`config.mk`:
```
export PLATFORM = sky130hd
export DESIGN_NAME = mc_seq_ctrl
export DESIGN_NICKNAME = d
export VERILOG_FILES = /design/src/rtl/mc_seq_ctrl.sv
export SDC_FILE = /design/constraint.sdc
export NUM_CORES = 1
export LEC_CHECK = 0
export CORE_MARGIN = 10
export CORE_UTILIZATION = 40
export CTS_CLUSTER_SIZE = 40
export DETAILED_ROUTE_END_ITERATION = 8
export PLACE_DENSITY = 0.89
export SKIP_CTS_REPAIR_TIMING = 1
export SYNTH_ARGS = -nofsm -noshare
export SYNTH_HDL_FRONTEND = slang
export SYNTH_SLANG_ARGS = --single-unit
```
`constraint.sdc`:
```
create_clock -name clk -period 3.5 [get_ports clk]
set_input_delay 0.525 -clock clk [delete_from_list [all_inputs] [get_ports clk]]
set_output_delay 0.525 -clock clk [all_outputs]
set_load 0.1 [all_outputs]
```
`src/rtl/mc_seq_ctrl.sv`:
```
// mc_seq_ctrl: multi-cycle IF/ID/EX/MEM/WB sequencer with memory handshake,
// watchdog and optional perf counters (MC_SEQ_PERF_EN).
module mc_seq_ctrl #(
  parameter int CNT_W    = 32,
  parameter int WAIT_MAX = 15
) (
  input  logic             clk,
  input  logic             rst_n,
  input  logic [6:0]       opcode,
  input  logic             branch_taken,
  input  logic             imem_ready,
  input  logic             dmem_ready,
  output logic             imem_req,
  output logic             dmem_req,
  output logic             dmem_we,
  output logic             ir_we,
  output logic             ab_we,
  output logic             alu_we,
  output logic             mdr_we,
  output logic             reg_we,
  output logic             mem_to_reg,
  output logic             pc_we,
  output logic             pc_src,
  output logic [2:0]       state,
  output logic             fault,
  output logic [1:0]       fault_code,
  output logic [CNT_W-1:0] cycle_cnt,
  output logic [CNT_W-1:0] instret_cnt
);

  typedef enum logic [2:0] {
    S_IF    = 3'd0,
    S_ID    = 3'd1,
    S_EX    = 3'd2,
    S_MEM   = 3'd3,
    S_WB    = 3'd4,
    S_FAULT = 3'd7
  } state_t;

  localparam logic [6:0] OP_LOAD  = 7'b0000011;
  localparam logic [6:0] OP_STORE = 7'b0100011;
  localparam logic [6:0] OP_OP    = 7'b0110011;
  localparam logic [6:0] OP_IMM   = 7'b0010011;
  localparam logic [6:0] OP_BR    = 7'b1100011;
  localparam logic [6:0] OP_JAL   = 7'b1101111;
  localparam logic [6:0] OP_JALR  = 7'b1100111;
  localparam logic [6:0] OP_LUI   = 7'b0110111;
  localparam logic [6:0] OP_AUIPC = 7'b0010111;

  localparam bit WD_EN = (WAIT_MAX > 0);
  localparam int WW    = (WAIT_MAX > 0) ? $clog2(WAIT_MAX + 1) : 1;
  localparam logic [WW-1:0] WLIM = WW'(WAIT_MAX);

  state_t        state_q, state_d;
  logic [6:0]    op_q, op_d;
  logic [WW-1:0] wait_q, wait_d;
  logic [1:0]    code_q, code_d;

  logic imem_req_c, dmem_req_c, dmem_we_c, ir_we_c;
  logic ab_we_c, alu_we_c, mdr_we_c, reg_we_c;
  logic mem_to_reg_c, pc_we_c, pc_src_c;

  logic id_legal;
  logic is_load, is_store, is_br, is_jmp;
  logic wd_hit, waiting;

  // Classify the ID-stage opcode as a recognised RV32I class or not
  always_comb begin
    id_legal = 1'b0;
    case (opcode)
      OP_LOAD, OP_STORE, OP_OP, OP_IMM, OP_BR,
      OP_JAL, OP_JALR, OP_LUI, OP_AUIPC: id_legal = 1'b1;
      default:                           id_legal = 1'b0;
    endcase
  end

  // Later stages only look at the opcode captured in ID
  assign is_load  = (op_q == OP_LOAD);
  assign is_store = (op_q == OP_STORE);
  assign is_br    = (op_q == OP_BR);
  assign is_jmp   = (op_q == OP_JAL) || (op_q == OP_JALR);

  assign waiting = ((state_q == S_IF)  && !imem_ready) ||
                   ((state_q == S_MEM) && !dmem_ready);
  assign wd_hit  = WD_EN && (wait_q == WLIM);

  // Next-state and strobe decode from the state and live ready inputs
  always_comb begin
    state_d      = state_q;
    op_d         = op_q;
    code_d       = code_q;
    imem_req_c   = 1'b0;
    dmem_req_c   = 1'b0;
    dmem_we_c    = 1'b0;
    ir_we_c      = 1'b0;
    ab_we_c      = 1'b0;
    alu_we_c     = 1'b0;
    mdr_we_c     = 1'b0;
    reg_we_c     = 1'b0;
    mem_to_reg_c = 1'b0;
    pc_we_c      = 1'b0;
    pc_src_c     = 1'b0;
    unique case (state_q)
      S_IF: begin
        imem_req_c = 1'b1;
        if (imem_ready) begin
          ir_we_c = 1'b1;
          state_d = S_ID;
        end else if (wd_hit) begin
          imem_req_c = 1'b1;
          code_d     = 2'b10;
          state_d    = S_FAULT;
        end
      end
      S_ID: begin
        ab_we_c = 1'b1;
        op_d    = opcode;
        if (id_legal) begin
          state_d = S_EX;
        end else begin
          code_d  = 2'b01;
          state_d = S_FAULT;
        end
      end
      S_EX: begin
        alu_we_c = 1'b1;
        if (is_br) begin
          pc_we_c  = 1'b1;
          pc_src_c = branch_taken;
          state_d  = S_IF;
        end else if (is_load || is_store) begin
          state_d = S_MEM;
        end else begin
          state_d = S_WB;
        end
      end
      S_MEM: begin
        dmem_req_c = 1'b1;
        dmem_we_c  = is_store;
        if (dmem_ready) begin
          if (is_store) begin
            pc_we_c = 1'b1;
            state_d = S_IF;
          end else begin
            mdr_we_c = 1'b1;
            state_d  = S_WB;
          end
        end else if (wd_hit) begin
          code_d  = 2'b11;
          state_d = S_FAULT;
        end
      end
      S_WB: begin
        reg_we_c     = 1'b1;
        mem_to_reg_c = is_load;
        pc_we_c      = 1'b1;
        pc_src_c     = is_jmp;
        state_d      = S_IF;
      end
      S_FAULT: begin
        state_d = S_FAULT;
      end
      default: begin
        state_d = S_IF;
      end
    endcase
  end

  // Wait counter restarts on every state change
  always_comb begin
    wait_d = wait_q;
    if (state_d != state_q) begin
      wait_d = '0;
    end else if (WD_EN && waiting) begin
      wait_d = wait_q + 1'b1;
    end
  end

  // State, latched opcode, wait counter and fault code registers
  always_ff @(posedge clk) begin
    if (!rst_n) begin
      state_q <= S_IF;
      op_q    <= '0;
      wait_q  <= '0;
      code_q  <= '0;
    end else begin
      state_q <= state_d;
      op_q    <= op_d;
      wait_q  <= wait_d;
      code_q  <= code_d;
    end
  end

  // Everything reads as zero while reset is held
  assign imem_req   = rst_n & imem_req_c;
  assign dmem_req   = rst_n & dmem_req_c;
  assign dmem_we    = rst_n & dmem_we_c;
  assign ir_we      = rst_n & ir_we_c;
  assign ab_we      = rst_n & ab_we_c;
  assign alu_we     = rst_n & alu_we_c;
  assign mdr_we     = rst_n & mdr_we_c;
  assign reg_we     = rst_n & reg_we_c;
  assign mem_to_reg = rst_n & mem_to_reg_c;
  assign pc_we      = rst_n & pc_we_c;
  assign pc_src     = rst_n & pc_src_c;
  assign state      = rst_n ? state_q : 3'd0;
  assign fault      = rst_n & (state_q == S_FAULT);
  assign fault_code = rst_n ? code_q : 2'b00;

`ifdef MC_SEQ_PERF_EN
  logic [CNT_W-1:0] cyc_q, cyc_d;
  logic [CNT_W-1:0] ret_q, ret_d;

  // Counters advance while running; retire count follows pc_we
  always_comb begin
    cyc_d = cyc_q;
    ret_d = ret_q;
    if (state_q != S_FAULT) begin
      cyc_d = cyc_q + 1'b1;
    end
    if (pc_we_c) begin
      ret_d = ret_q + 1'b1;
    end
  end

  // Performance counter registers
  always_ff @(posedge clk) begin
    if (!rst_n) begin
      cyc_q <= '0;
      ret_q <= '0;
    end else begin
      cyc_q <= cyc_d;
      ret_q <= ret_d;
    end
  end

  assign cycle_cnt   = rst_n ? cyc_q : '0;
  assign instret_cnt = rst_n ? ret_q : '0;
`else
  assign cycle_cnt   = '0;
  assign instret_cnt = '0;
`endif

endmodule

```
Word level (Yosys, flattened, before mapping)
Cells that the tools add are included.
Widths: inputs -> output; s select.

word-level totals
  flip-flop bits (word level) = 16
  input port bits = 12
  word-level logic and storage cells = 91

cells by class
  $add $sub $neg = 1
  eq/ne operators = 26
  muxes and demuxes = 35
  bitwise operators = 13
  reductions and logical operators = 12

operator list
  operator             number
  $eq 7x7->1 const B   6
  $eq 7x6->1 const B   4
  $mux 3               8
  $mux 1               17
  $pmux 3 s5           1
  $eq 7x2->1 const B   2
  $eq 7x5->1 const B   2
  $and 1x1->1          12
  $mux 2               6
  $ne 2x2->1 const B   5
  $reduce_or 9->1      1
  $eq 3x2->1 const B   2
  $eq 3x3->1 const B   2
  $pmux 2 s3           1
  $reduce_and 6->1     1
  $add 4x1->4 const B  1
  $eq 4x4->1 const B   1
  $eq 3x1->1 const B   1
  $logic_not 3->1      1
  $logic_or 1x1->1     3
  $ne 3x3->1           1
  $pmux 1 s3           1
  $reduce_bool 3->1    1
  $logic_and 1x1->1    2
  other kinds (4)      5

Logic depth before layout (Yosys ltp)
  depth after elaboration = 7
  depth in mapped cells = 5
  mapped depth without buffers = 5

Least setup slack after synthesis
No wires, ideal clock.

  path type = register to output
  from = reg state_q[2]
  to = out mem_to_reg
  data arrival time = 5.114 ns
  setup slack = -2.139 ns
  cell stages (with the launch flop) = 5
  buffers on the path = 1
  cells stage by stage = dfxtp_1 > buf_2 > nand2_1 > nor3_1 > nor3b_1

on the way
  word-level cells in the longest chain between the ends = 3

ends and longest elaborated chain
  element                   RTL line  RTL
  start: declaration        54        state_t state_q, state_d;
  start signal: assignment  187       state_q <= state_d;
  $eq 3x3->1                103       unique case (state_q)
  $mux 1                    103
  $and 1x1->1               203       assign mem_to_reg = rst_n & mem_to_reg_c;
  end: declaration          21        output logic mem_to_reg,

Every way passes these cells.

Final worst setup path
  from = in rst_n
  to = out dmem_we

on the way
  word-level cells in the longest chain between the ends = 1

ends and longest elaborated chain
  element             RTL line  RTL
  start: declaration  8         input logic rst_n,
  $and 1x1->1         197       assign dmem_we = rst_n & dmem_we_c;
  end: declaration    15        output logic dmem_we,

Every way passes these cells.

==> summary.txt <==
die area -> 0.00652 sq mm
Slew HR -> 45.1%
FP Rows -> 22
Leak -> 0.736 nW
setup slack after layout -> 0.860 ns
Crit. End Element -> output pin
total number of vias -> 1184
clk_lat worst skew -> 0.26 ns
final setup fails -> 0
Synth async-reset ratio -> 0%
critical path cell sequence -> clkdlybuf4s50_1 -> inv_1 -> nor3_4 -> nor2b_2 -> buf_12
antenna viol nets, final -> 0
Clock transition at path regs -> 0.06 ns
post-synth cell types -> 41
PwrDens -> 601 mW/mm^2
Post-Synthesis Cells -> 192
critical path class -> in -> out
largest net degree at the start of global routing -> 15
maximum vdd drop -> 165 uV
initial core utilization -> 40.9%
post-layout util -> 45.2%
Yosys reg bits -> 16
fin cells -> 265
most instantiated cells after synthesis -> buf_4, dfxtp_1, nor2_1, nand2_1
initial drt markers -> 167
Fmax achieved -> 0.379 GHz
unrepaired setup endpoints after global routing -> false
# diodes -> 0
# nets final -> 231
Post-synth EDFFs -> 0
Mapped Avg Cell Area -> 7.68 sq um
drc violations -> 0
Hold Path Class -> reg -> reg
clk_skew -> 0.000718 ns
ranking of synthesized cells by area -> buf_4, dfxtp_1, mux2i_1
Main synth FF type -> dfxtp_1
RD Place Congestion -> 0.897
Critical Path RT -> 2.97 ns
initial antenna violation count -> 0
top cell type's share of synthesized area -> 32.6%
DRT Pass-1 Iters -> 4
placed cell count -> 261
first-pass GRT wire length -> 5.55 mm
Max Cap Viol -> 0
Num CTS Buffers -> 3
post-DP HPWL -> 3.03 mm
port buffer count -> 28
H-Tree Depth -> 1
Pins Over Slew Limit -> 0
crit share post-route -> 75.4%
vias in the first global route -> 1175
final hold viol count -> 0
Power Total -> 981 uW
Yosys top cell by area -> buf_4
GRT Overall Usage -> 10.5%
max incr delay on CP -> 0.63 ns
die width -> 80.7 microns
mapped cell area -> 0.00148 sq mm
yosys warns -> 0
share of cells above drive strength 1 -> 14.3%
clk sinks -> 16
most frequent cell after synthesis -> buf_4
Crit path buffers/inverters -> 3
post-place setup slack -> 0.835 ns
root buf cell -> clkbuf_8
Syn-to-layout area delta -> 10.6%
Final min period -> 2.64 ns
maximum buffer depth of the clock tree -> 2
Seq/Total Area, Yosys -> 21.7%
vias per inst -> 4.47
Hold WS -> 0.485 ns
Startpoint Class -> input pin
Ports -> 93
Worst EP arrival -> 2.12 ns
DIE HEIGHT -> 80.7 microns
status -> finished, final reports clean
slowest CP cell -> clkdlybuf4s50_1
worst-path fanout max -> 14
worst slew pin tran -> 0.803 ns
WL/cell -> 13.4 microns
final wirelength -> 3.56 mm
grt ovf -> 0
CTS tree -> built
Crit path max-delay family -> buffers and inverters
area of the core -> 0.00361 sq mm
-- state kept, by name, summed over array words and instances, names as in the netlist --
| register | cells |
|---|---|
| code_q | 2 |
| op_q | 7 |
| state_q | 3 |
| wait_q | 4 |
-- cell usage in the layout (no fill, tap or decap), types with 2 or more instances in the layout --
cell type	Yosys	routed
a21o_1	2	2
a21oi_1	6	5
a31oi_1	2	2
and2_1	6	6
and3_1	2	2
buf_12	0	2
buf_4	64	15
clkbuf_8	0	4
clkdlybuf4s50_1	0	11
conb_1	1	64
dfxtp_1	16	16
inv_1	5	5
mux2i_1	7	7
nand2_1	9	9
nand2b_1	5	5
nand3_1	6	6
nand4_1	2	2
nor2_1	16	16
nor3_1	4	2
nor3_4	0	2
nor3b_1	3	2
nor4_4	1	2
o21ai_0	7	7
xor2_1	2	2
-- per-layer routing --
layer	GRT usage, %	routed length, microns	vias to the layer above
met5	0	0	-
met2	17.5	1640	79
met1	11.1	1360	522
li1	-	-	576
met4	5.71	70	0
met3	4.42	496	7
-- final timing paths --
check                               from                      to  slack (ns)  depth (start not counted)
setup / recovery                   rst_n                 dmem_we        0.86                          5
setup reg to reg   state_q[2]$_SDFF_PN0_  code_q[0]$_SDFFE_PN0P_        1.67                          4
hold reg to reg   code_q[1]$_SDFFE_PN0P_  code_q[1]$_SDFFE_PN0P_        0.49                          2
hold / removal    code_q[1]$_SDFFE_PN0P_  code_q[1]$_SDFFE_PN0P_        0.49                          2
-- kinds of logic (layout without fill, tap and decap cells) --
kind of cell	after synthesis	count (layout)	synth area share, %
other	1	64	0.254
XOR/XNOR	2	2	1.19
flip-flops	16	16	21.7
multiplexers	7	7	4.75
adder cells (fa/ha/maj)	1	1	0.848
buffers and inverters	75	37	35.6
AND/OR/NAND/NOR	63	63	23.7
AO/OA/AOI/OAI	27	27	11.9
-- power by group --
group          switching, mW  leakage, nW  internal (mW)
Sequential            0.0431        0.130          0.202
Combinational          0.475        0.577         0.0915
Clock                 0.0687       0.0288          0.100
Total                  0.587        0.736          0.394
-- layout make-up --
cell class	count	area (sq um)
fill	398	1970
inverter	5	18.8
clock buffer	4	55.1
sequential	16	320
timing repair buffer	28	263
multi-input combinational	164	915
tap	48	60.1
-- stage by stage --
| stage | setup TNS (ns) | instance area (sq um) |
|---|---|---|
| floorplan | -0.0389 | 1760 |
| global placement | 0 | 1580 |
| detailed placement | 0 | 1580 |
| CTS | 0 | 1630 |
| global route | 0 | 1630 |
| finish | 0 | 1630 |
-- worst reg2reg max path: cells and delay by family, from the launching register on --
family / cells / cell delay, ns
and+or+nand+nor: 2 / 0.42
AOI/OAI and AO/OA: 2 / 0.55
DFF: 1 / 0.76
Power figures use the tool's default switching activity.
